`src/rtl/ac_sequencer.sv`:
```
// Actuator sequencer between the heat/cool decision logic and the heater, cooler and fan drives.
// Enforces fan pre-run, minimum on-time, fan post-run and an all-off lockout between starts.
module ac_sequencer #(
  parameter int FAN_PRE  = 2,
  parameter int MIN_ON   = 4,
  parameter int FAN_POST = 3,
  parameter int MIN_OFF  = 5,
  parameter int CW       = 8
) (
  input  logic       clk,
  input  logic       rst,
  input  logic       heat_req,
  input  logic       cool_req,
  output logic       heater_en,
  output logic       cooler_en,
  output logic       fan_en,
  output logic       busy,
  output logic       fault,
  output logic [2:0] state
);

  typedef enum logic [2:0] {
    S_IDLE = 3'd0,
    S_PRE  = 3'd1,
    S_HEAT = 3'd2,
    S_COOL = 3'd3,
    S_POST = 3'd4,
    S_LOCK = 3'd5
  } state_t;

  localparam logic [CW-1:0] PRE_LAST  = CW'(FAN_PRE - 1);
  localparam logic [CW-1:0] ON_LAST   = CW'(MIN_ON - 1);
  localparam logic [CW-1:0] POST_LAST = CW'(FAN_POST - 1);
  localparam logic [CW-1:0] OFF_LAST  = CW'(MIN_OFF - 1);

  state_t        state_q, state_d;
  logic [CW-1:0] cnt_q, cnt_d;
  logic          mode_q, mode_d;     // 1 = cooling mode latched at PRE entry
  logic          heater_q, heater_d;
  logic          cooler_q, cooler_d;
  logic          fan_q, fan_d;
  logic          busy_q, busy_d;
  logic          fault_q, fault_d;

  logic heat_ok, cool_ok, mode_ok;

  // Both requests high is a fault and never counts as a valid request of either mode.
  assign heat_ok = heat_req & ~cool_req;
  assign cool_ok = cool_req & ~heat_req;
  assign mode_ok = mode_q ? cool_ok : heat_ok;

  always_ff @(posedge clk) begin
    if (rst) begin
      state_q  <= S_IDLE;
      cnt_q    <= '0;
      mode_q   <= 1'b0;
      heater_q <= 1'b0;
      cooler_q <= 1'b0;
      fan_q    <= 1'b0;
      busy_q   <= 1'b0;
      fault_q  <= 1'b0;
    end else begin
      state_q  <= state_d;
      cnt_q    <= cnt_d;
      mode_q   <= mode_d;
      heater_q <= heater_d;
      cooler_q <= cooler_d;
      fan_q    <= fan_d;
      busy_q   <= busy_d;
      fault_q  <= fault_d;
    end
  end

  always_comb begin
    state_d = state_q;
    mode_d  = mode_q;
    unique case (state_q)
      S_IDLE: begin
        if (heat_ok || cool_ok) begin
          state_d = S_PRE;
          mode_d  = cool_ok;
        end
      end
      S_PRE: begin
        if (!mode_ok)              state_d = S_IDLE;
        else if (cnt_q == PRE_LAST) state_d = mode_q ? S_COOL : S_HEAT;
      end
      S_HEAT, S_COOL: begin
        if (cnt_q >= ON_LAST && !mode_ok) state_d = S_POST;
      end
      S_POST: if (cnt_q == POST_LAST) state_d = S_LOCK;
      S_LOCK: if (cnt_q == OFF_LAST)  state_d = S_IDLE;
      default: state_d = S_IDLE;
    endcase
    // Restart at zero on any state change; saturate so a long HEAT/COOL never wraps.
    if (state_d != state_q) cnt_d = '0;
    else if (cnt_q == '1)   cnt_d = cnt_q;
    else                    cnt_d = cnt_q + 1'b1;
  end

  // Drives are decoded from the next state so they switch on the same edge as state.
  always_comb begin
    heater_d = (state_d == S_HEAT);
    cooler_d = (state_d == S_COOL);
    fan_d    = (state_d == S_PRE) || (state_d == S_HEAT) ||
               (state_d == S_COOL) || (state_d == S_POST);
    busy_d   = (state_d != S_IDLE);
    fault_d  = heat_req & cool_req;
  end

  assign heater_en = heater_q;
  assign cooler_en = cooler_q;
  assign fan_en    = fan_q;
  assign busy      = busy_q;
  assign fault     = fault_q;
  assign state     = state_q;

endmodule

```
`config.mk`:
```
export PLATFORM = sky130hd
export DESIGN_NAME = ac_sequencer
export DESIGN_NICKNAME = d
export VERILOG_FILES = /design/src/rtl/ac_sequencer.sv
export SDC_FILE = /design/constraint.sdc
export NUM_CORES = 1
export LEC_CHECK = 0
export BUFFER_PORTS_ARGS = -buffer_cell sky130_fd_sc_hd__buf_4
export CAP_MARGIN = 30
export CORE_MARGIN = 2
export CORE_UTILIZATION = 55
export CTS_BUF_LIST = sky130_fd_sc_hd__clkbuf_4 sky130_fd_sc_hd__clkbuf_8
export CTS_CLUSTER_SIZE = 28
export DETAILED_ROUTE_END_ITERATION = 10
export PLACE_DENSITY = 0.75
export SETUP_SLACK_MARGIN = 0.5
export SLEW_MARGIN = 40
export SYNTH_ARGS = -nofsm -noshare
export SYNTH_HDL_FRONTEND = slang
export SYNTH_SLANG_ARGS = --single-unit
```
`constraint.sdc`:
```
create_clock -name clk -period 3.2 [get_ports clk]
set_clock_uncertainty 0.1 [all_clocks]
set_input_delay 0.16 -clock clk [delete_from_list [all_inputs] [get_ports clk]]
set_output_delay 0.16 -clock clk [all_outputs]
set_load 0.05 [all_outputs]
```
==> impl_metrics.csv, run 1 <==
group,metric,value,unit
setup_path,cpPeakStageDelay,0.65,ns
placement,io_buffers,11,
setup_path,cp_num_buf_inv,0,
setup_path,crit_type,"register to register",
detailed_routing,via_per_inst,5.979,
layout,area_growth,13.88,%
setup_path,crit_required,3.32,ns
floorplanning,die_h,46.07,um
clock_tree,cts_tree,"built",
hold_path,hp-class,"primary input to register",
layout,fillCellCount,145,
layout,layout_common_cells,"dfxtp_1, nor3_1, inv_1, buf_4, nand2_1",
detailed_routing,wl,2031,um
timing,post-route-min-period,2.350,ns
clock_tree,cts_made_buffers,3,
clock_tree,cts_htree_levels,1,
detailed_routing,first_iter_violations,53,
setup_path,crit_cells,5,
synthesis,yosys.area_share.adder,8.997,%
setup_path,rr_startpoint,"cnt_q[7]",
floorplanning,core_area,1689,um2
layout,final_common_cell,"dfxtp_1",
synthesis,synth-xor-area-share,3.599,%
clock_tree,cts_resized,0,
global_route,track_usage,22.16,%
synthesis,synth_mux_area_share,4.113,%
timing,setup_viol,0,
floorplanning,die_w,46.07,um
layout,fin_util,65.63,%
clock_tree,cts_setup_buffers,0,
setup_path,cp_top_family,"simple AND/OR/NAND/NOR gates",
placement,dp_hpwl,1453,um
detailed_routing,vias,843,
layout,final_net_count,136,
synthesis,yosys.area_share.simple,31.36,%
timing,report.final.slew_viol_count,0,
placement,gp_congestion,0.7745,
global_route,antenna_found_initial,0,
setup_path,cp_slowest_cell,"or4_1",
setup_path,reg2reg_depth,5,
synthesis,synth_cells,111,
clock_tree,clk-insertion-delay-late,0.30,ns
timing,rsz0062_at_grt,"false",
setup_path,crit_chain,"or4_1, o41a_1, a22oi_1, nand3_2, nor4b_2",
synthesis,ys_seq_area_share,34.96,%
setup_path,worstPathArrival,2.47,ns
detailed_routing,drt_first_pass_iters,4,
synthesis,mappedNetlistArea,973.4,um2
timing,tightest_slew,0.6364,ns
layout,final_layout_size_suffix_gt1_share,16.94,%
synthesis,synth_compound_area_share,11.44,%
clock_tree,cts_root_buf,"clkbuf_4",
global_route,grt_max_degree,11,
setup_path,r2r-end,"cnt_q[6]",
layout,antenna_cells,0,
power_and_ir_drop,power.density,401.3,nW/um2
clock_tree,cts_sinks,17,
power_and_ir_drop,p_leak,0.4513,nW
timing,relSlewSlack,57.25,%
synthesis,synth_warnings,0,
floorplanning,num_rows,15,
timing,fin_crit_sh,73.45,%
detailed_routing,final_antenna_net_count,0,
timing,fin_tns_setup,0,ns
global_route,grt_remaining_overflow,0,
setup_path,worstSetupStartpointType,"register",
floorplanning,fp.dieArea,2122,um2
global_route,grt_pass1_vias,765,
clock_tree,cts_buffer_depth,2,
timing,finalHoldViolCount,0,
clock_tree,postCtsHoldBufs,1,
power_and_ir_drop,ir_drop,0.2192,mV
detailed_routing,wire_per_inst,14.40,um
floorplanning,initial_core_util,57.63,%
setup_path,path_max_fanout,8,
setup_path,ff2ff_setup_slack,0.85,ns
synthesis,synth_area_leaders,"dfxtp_1, ha_1, nor3_1",
run_status,outcome,"finished, final reports clean",
timing,max_clock_freq,425.5,MHz
clock_tree,path_clk_slew,0.11,ns
detailed_routing,drcViolationCount,0,
synthesis,synth_top_family_by_area,"simple AND/OR/NAND/NOR gates",
global_route,grt_pass1_wl,3401,um
flow_run,cap_viol_max_count,0,
floorplanning,ios,12,
synthesis,synth-seq-cells,17,
synthesis,postSynthNetCount,122,
synthesis,synth_top_area_share,34.96,%
setup_path,startpoint,"cnt_q[7]",
synthesis,syn_area_per_cell,8.770,um2
setup_path,endpoint,"cnt_q[6]",
setup_path,critPathCaptureType,"register",
synthesis,synth_area_leader_cell,"dfxtp_1",
synthesis,yosys.cell_types.count,33,
## Yosys cell counts
cell type / count
a2111oi_4: 1
a21oi_1: 2
a22oi_1: 1
a31oi_1: 2
and4_1: 1
and4b_1: 1
buf_2: 1
clkbuf_1: 2
dfxtp_1: 17
ha_1: 7
inv_1: 11
mux2i_1: 4
nand2_1: 8
nand2b_1: 3
nand3_1: 4
nand3_2: 1
nor2_1: 7
nor2b_1: 3
nor3_1: 15
nor4_1: 4
nor4_2: 1
nor4_4: 1
nor4b_2: 1
o21ai_0: 2
o21bai_1: 1
o2bb2ai_1: 1
o31a_1: 1
o31ai_1: 1
o41a_1: 1
or3_1: 1
or4_1: 1
xnor2_1: 3
xor2_1: 1
## sequential cells by signal (all words and copies together), names as in the netlist
signal,cells
busy,1
cnt_q,8
cooler_en,1
fan_en,1
fault,1
heater_en,1
mode_q,1
state,3
## where the power goes
part / switching, mW / total, mW / internal, mW
clock network: 0.0746 / 0.121 / 0.0466
logic: 0.0600 / 0.0939 / 0.0339
registers: 0.00883 / 0.230 / 0.221
total: 0.143 / 0.445 / 0.302
## logic make-up (layout without fill, tap and decap cells)
kind of cell	Yosys count	after routing
buffers and inverters	14	27
and+or+nand+nor	52	52
muxes	4	4
adders and majority gates	7	7
DFF	17	17
AOI/OAI and AO/OA	13	13
xor gates and xnor gates	4	4
## per-stage QoR
stage               setup slack [ns]  cell area [um2]  hold WS [ns]  power (mW)  instances
floorplan                      1.030            973.4        0.1316      0.3000        111
global placement              0.9273             1065        0.2789      0.3235        136
detailed placement            0.8850             1065        0.2788      0.3259        136
CTS                           0.8604             1102        0.1097      0.4429        141
global route                  0.6527             1109        0.1506      0.4637        141
finish                        0.8497             1109        0.1008      0.4449        141
## per-layer routing
layer | wire length [um] | vias to the layer above | global-route usage (%)
met5 | 0 | - | 0
met4 | 36 | 0 | 8.000
met3 | 123 | 7 | 3.922
met2 | 968 | 29 | 33.61
met1 | 904 | 383 | 31.25
li1 | - | 424 | -
## how the worst min path moves through the flow
stage | from | end | slack (ns) | depth (start not counted)
6_report | cool_req | fault | 0.10 | 3
5_1_grt | cool_req | fault | 0.15 | 3
3_5_place_dp | rst | state[0] | 0.28 | 2
3_3_place_gp | rst | fault | 0.28 | 2
4_1_cts | cool_req | fault | 0.11 | 3
2_1_floorplan | rst | fault | 0.13 | 1
## tightest hold or removal path, stage by stage
cell,delay (ns)
buf_4,0.09
ha_1,0.12
nor2b_1,0.11
## layout make-up
| cell class | instances | area, um2 | share of cell area (%) |
|---|---|---|---|
| Clock buffer | 3 | 22.52 | 2.032 |
| Inverter | 11 | 41.29 | 3.725 |
| Timing Repair Buffer | 12 | 92.59 | 8.352 |
| Multi-Input combinational cell | 80 | 585.6 | 52.82 |
| Tap cell | 17 | 21.27 | 1.919 |
| Sequential cell | 17 | 340.3 | 30.70 |
| Clock inverter | 1 | 5.005 | 0.4515 |
Power figures use the tool's default switching activity.
==> inputs of run 2 (changes only) <==
==> constraint.sdc (replaced) <==
create_clock -name clk -period 2.2 [get_ports clk]
set_clock_uncertainty 0.1 [all_clocks]
set_input_delay 0.11 -clock clk [delete_from_list [all_inputs] [get_ports clk]]
set_output_delay 0.11 -clock clk [all_outputs]
set_load 0.05 [all_outputs]
==> impl_metrics.csv, run 2 (synthesized netlist as in run 1, its figures left out) <==
group,metric,value,unit
clock_tree,cts_buffer_depth,2,
setup_path,cp_top_family,"simple AND/OR/NAND/NOR gates",
layout,fillCellCount,126,
global_route,antenna_found_initial,0,
setup_path,crit_required,2.32,ns
setup_path,endpoint,"cnt_q[6]",
floorplanning,die_w,46.07,um
timing,rsz0062_at_grt,"true",
layout,final_layout_size_suffix_gt1_share,32.85,%
layout,largest_register_ffs,8,
global_route,track_usage,24.09,%
placement,gp_congestion,0.7866,
setup_path,worstPathArrival,2.31,ns
timing,setup_viol,0,
layout,design_area,1301,um2
global_route,grt_pass1_wl,3608,um
clock_tree,cts_made_buffers,3,
detailed_routing,vias,888,
detailed_routing,via_per_inst,5.766,
setup_path,crit_chain,"or4_4, o31a_1, a2111oi_4, buf_4, nor4_4, buf_6, nor4b_4",
setup_path,path_max_fanout,8,
setup_path,cpPeakStageDelay,0.55,ns
global_route,grtUsageMet1,32.93,%
setup_path,ff2ff_setup_slack,0.002,ns
timing,relSlewSlack,67.10,%
layout,stdcell_count,154,
power_and_ir_drop,power.density,523.1,nW/um2
global_route,grt_remaining_overflow,0,
clock_tree,path_clk_slew,0.10,ns
setup_path,critPathCaptureType,"register",
detailed_routing,drcViolationCount,0,
clock_tree,cts_htree_levels,1,
setup_path,worstSetupStartpointType,"register",
global_route,grt_pass1_vias,793,
floorplanning,die_h,46.07,um
global_route,use_met2,36.39,%
layout,final_net_count,149,
setup_path,startpoint,"cnt_q[7]",
clock_tree,cts_sinks,17,
setup_path,cp_num_buf_inv,2,
detailed_routing,drt_first_pass_iters,4,
floorplanning,core_area,1689,um2
run_status,outcome,"finished, final reports clean",
detailed_routing,wl,2187,um
timing,tightest_slew,0.4891,ns
floorplanning,initial_core_util,57.63,%
clock_tree,cts_root_buf,"clkbuf_4",
timing,finalHoldViolCount,0,
setup_path,r2r-end,"cnt_q[6]",
global_route,met3_usage,6.275,%
detailed_routing,final_antenna_net_count,0,
global_route,top_usage_layer,"met2",
power_and_ir_drop,ir_drop,0.4855,mV
setup_path,reg2reg_depth,7,
setup_path,rr_startpoint,"cnt_q[7]",
detailed_routing,wire_per_inst,14.20,um
placement,dp_hpwl,1530,um
timing,max_clock_freq,454.9,MHz
setup_path,crit_cells,7,
setup_path,crit_type,"register to register",
layout,area_growth,33.68,%
floorplanning,fp.dieArea,2122,um2
clock_tree,clk-insertion-delay-late,0.29,ns
global_route,grt_max_degree,10,
setup_path,cp_slowest_cell,"or4_4",
detailed_routing,first_iter_violations,34,
timing,post-route-min-period,2.198,ns
placement,dp_cells,147,
placement,place_area,1154,um2
power_and_ir_drop,p_leak,0.5426,nW
timing,report.final.slew_viol_count,0,
placement,io_buffers,11,
timing,fin_crit_sh,99.93,%
layout,top_register,"cnt_q",
hold_path,hp-class,"primary input to register",
flow_run,cap_viol_max_count,0,
clock_tree,cts_tree,"built",
floorplanning,num_rows,15,
layout,final_common_cell,"buf_4",
layout,antenna_cells,0,
layout,layout_common_cells,"buf_4, dfxtp_1, inv_1, nor3_1, nand2_1",
floorplanning,ios,12,
-- run 2: through the flow --
stage	hold slack, ns	util (%)	power [mW]	worst slack (ns)	TNS [ns]
floorplan	0.08161	-	0.4363	0.1010	0
global placement	0.2254	68.30	0.4788	0.003607	0
detailed placement	0.2283	68.30	0.4819	-0.04514	-0.2032
CTS	0.08528	75.70	0.6750	0.008228	0
global route	0.1478	77.04	0.7113	-0.09512	-0.2950
finish	0.1052	77.04	0.6807	0.001604	0
-- run 2: final cells by class --
type	instances	area, um2	area share [%]
inverter	11	41.29	3.173
clock buffer	4	30.03	2.308
sequential	17	342.8	26.35
timing repair buffer	25	193.9	14.90
tap	17	21.27	1.635
multi-input combinational	80	671.9	51.63
-- run 2: tightest hold or removal path: cells and delay by family --
family | cells | cell delay [ns]
adder cells (fa/ha/maj) | 1 | 0.14
buffers and inverters | 1 | 0.09
AND/OR/NAND/NOR | 1 | 0.13
-- run 2: power by group --
| part | switching (mW) | internal (mW) | leakage [nW] |
|---|---|---|---|
| logic | 0.0986 | 0.0654 | 0.385 |
| registers | 0.0130 | 0.322 | 0.139 |
| clock network | 0.0991 | 0.0830 | 0.0184 |
-- run 2: worst min path at each step --
stage	start	end	slack, ns	cells after the start
final	cool_req	fault	0.11	3
after floorplan	rst	fault	0.08	1
after detailed placement	rst	state[0]	0.23	2
after global placement	rst	state[0]	0.23	2
after global routing	cool_req	fault	0.15	3
after CTS	cool_req	fault	0.09	3
-- run 2: layer usage --
metal  part of all wire (%)  up-vias  wire (um)
met2                     44       22        967
li1                       -      447          -
met5                      0        -          0
met4                    2.4        0         53
met1                     48      412       1048
met3                    5.4        7        118
-- run 2: repair_timing --
action,4_1_cts,5_1_grt
resized for setup,12,4
setup endpoints to repair,15,15
hold endpoints to repair,3,0
pin swaps,6,2
buffers inserted,2,0
hold buffers,1,0
==> inputs of run 3 (changes only) <==
--- a/config.mk
+++ b/config.mk
@@ -7,12 +7,14 @@
 export LEC_CHECK = 0
 export BUFFER_PORTS_ARGS = -buffer_cell sky130_fd_sc_hd__buf_4
 export CAP_MARGIN = 30
+export CELL_PAD_IN_SITES_DETAIL_PLACEMENT = 1
+export CELL_PAD_IN_SITES_GLOBAL_PLACEMENT = 1
 export CORE_MARGIN = 2
-export CORE_UTILIZATION = 55
+export CORE_UTILIZATION = 44
 export CTS_BUF_LIST = sky130_fd_sc_hd__clkbuf_4 sky130_fd_sc_hd__clkbuf_8
 export CTS_CLUSTER_SIZE = 28
 export DETAILED_ROUTE_END_ITERATION = 10
-export PLACE_DENSITY = 0.75
+export PLACE_DENSITY = 0.79
 export SETUP_SLACK_MARGIN = 0.5
 export SLEW_MARGIN = 40
 export SYNTH_ARGS = -nofsm -noshare
==> impl_metrics.csv, run 3 (synthesized netlist as in run 1, its figures left out) <==
group,metric,value,unit
layout,final_layout_size_suffix_gt1_share,48.30,%
detailed_routing,vias,1071,
detailed_routing,via_per_inst,6.120,
clock_tree,cts_sinks,17,
detailed_routing,drcViolationCount,0,
layout,top_register,"cnt_q",
setup_path,critPathCaptureType,"register",
detailed_routing,first_iter_violations,50,
floorplanning,ios,12,
clock_tree,cts_made_buffers,3,
detailed_routing,drt_first_pass_iters,6,
timing,finalHoldViolCount,0,
detailed_routing,wl,4540,um
setup_path,ff2ff_setup_slack,-0.21,ns
global_route,grt_max_degree,10,
layout,final_net_count,159,
run_status,violations,"setup timing",
layout,area_growth,56.43,%
run_status,outcome,"complete, but fails checks",
clock_tree,path_clk_slew,0.12,ns
global_route,track_usage,32.24,%
timing,fin_crit_sh,109.6,%
setup_path,worstPathArrival,2.50,ns
floorplanning,initial_core_util,45.31,%
layout,antenna_cells,0,
timing,fin_tns_setup,-0.8527,ns
timing,setup_slack,-0.2123,ns
clock_tree,clk-insertion-delay-late,0.30,ns
power_and_ir_drop,power.density,498.9,nW/um2
timing,relSlewSlack,54.85,%
timing,post-route-min-period,2.412,ns
hold_path,hp-class,"primary input to register",
setup_path,startpoint,"cnt_q[7]",
floorplanning,die_h,51.04,um
global_route,grt_pass1_vias,1120,
timing,report.final.slew_viol_count,0,
timing,rsz0062_at_grt,"true",
setup_path,worstSetupStartpointType,"register",
clock_tree,cts_htree_levels,1,
placement,dp_hpwl,1904,um
layout,fillCellCount,220,
global_route,grt_remaining_overflow,0,
timing,max_clock_freq,414.5,MHz
setup_path,crit_type,"register to register",
layout,layout_common_cells,"buf_4, dfxtp_1, inv_1",
timing,tightest_slew,0.6710,ns
placement,gp_congestion,0.8516,
floorplanning,num_rows,17,
global_route,grt_pass1_wl,5968,um
setup_path,path_max_fanout,8,
detailed_routing,wire_per_inst,25.94,um
power_and_ir_drop,ir_drop,0.3387,mV
flow_run,cap_viol_max_count,0,
placement,io_buffers,11,
global_route,antenna_found_initial,0,
detailed_routing,final_antenna_net_count,0,
layout,final_common_cell,"buf_4",
hold_path,worst_hold_startpoint,"cool_req",
layout,largest_register_ffs,8,
power_and_ir_drop,p_leak,0.6247,nW
setup_path,rr_startpoint,"cnt_q[7]",
clock_tree,cts_root_buf,"clkbuf_4",
clock_tree,cts_tree,"built",
placement,place_ws,-0.1598,ns
setup_path,crit_required,2.29,ns
floorplanning,fp.dieArea,2605,um2
floorplanning,die_w,51.04,um
clock_tree,cts_buffer_depth,2,
timing,setup_viol,11,
floorplanning,core_area,2148,um2
run 3: worst max-delay path, cell delays in order (launching register included):
cell	delay, ns
dfxtp_2	0.35
or4_4	0.57
o31a_1	0.29
a2111oi_4	0.26
buf_4	0.20
nor4_4	0.04
buf_6	0.16
nor3_1	0.33
run 3: what timing repair did:
| item | CTS | global route |
|---|---|---|
| setup buffers | 6 | 6 |
| gates resized for setup | 22 | 21 |
| pin swaps | 8 | 6 |
| hold buffers | 1 | 0 |
| endpoints found under the hold margin | 3 | 0 |
| endpoints found under the setup margin | 15 | 15 |
run 3: metrics by stage:
stage / utilization (%) / hold WS [ns] / cells / cell area (um2) / power (mW)
floorplan: - / 0.08161 / 111 / 979.7 / 0.4363
global placement: 54.34 / 0.2291 / 158 / 1167 / 0.4814
detailed placement: 54.34 / 0.2318 / 158 / 1167 / 0.4883
CTS: 64.12 / 0.08580 / 169 / 1378 / 0.7059
global route: 70.88 / 0.1016 / 175 / 1523 / 0.7758
finish: 70.88 / 0.08113 / 175 / 1523 / 0.7596
run 3: worst paths after layout:
kind              cells after the start  endpoint
setup / recovery                      7  cnt_q[0]
hold / removal                        3     fault
setup reg to reg                      7  cnt_q[0]
hold reg to reg                       2    mode_q
run 3: cell type report:
class                   count  area, um2  share of cell area, %
repair buffers             35      280.3                  18.41
flip-flops and latches     17      346.6                  22.76
well taps                  28      35.03                  2.301
multi-input cells          80      789.5                  51.85
clock buffers               4      30.03                  1.972
inverters                  11      41.29                  2.712
run 3: report_power, final:
part / internal, mW / switching (mW)
Sequential: 0.322 / 0.0164
Clock: 0.0829 / 0.115
Combinational: 0.0884 / 0.135
run 3: routing by layer:
| layer | track usage, % | vias up | share of wire, % |
|---|---|---|---|
| met3 | 3.801 | 20 | 5.8 |
| met5 | 0 | - | 0 |
| li1 | - | 465 | - |
| met2 | 53.46 | 61 | 50 |
| met4 | 15.77 | 0 | 4.0 |
| met1 | 41.24 | 525 | 40 |
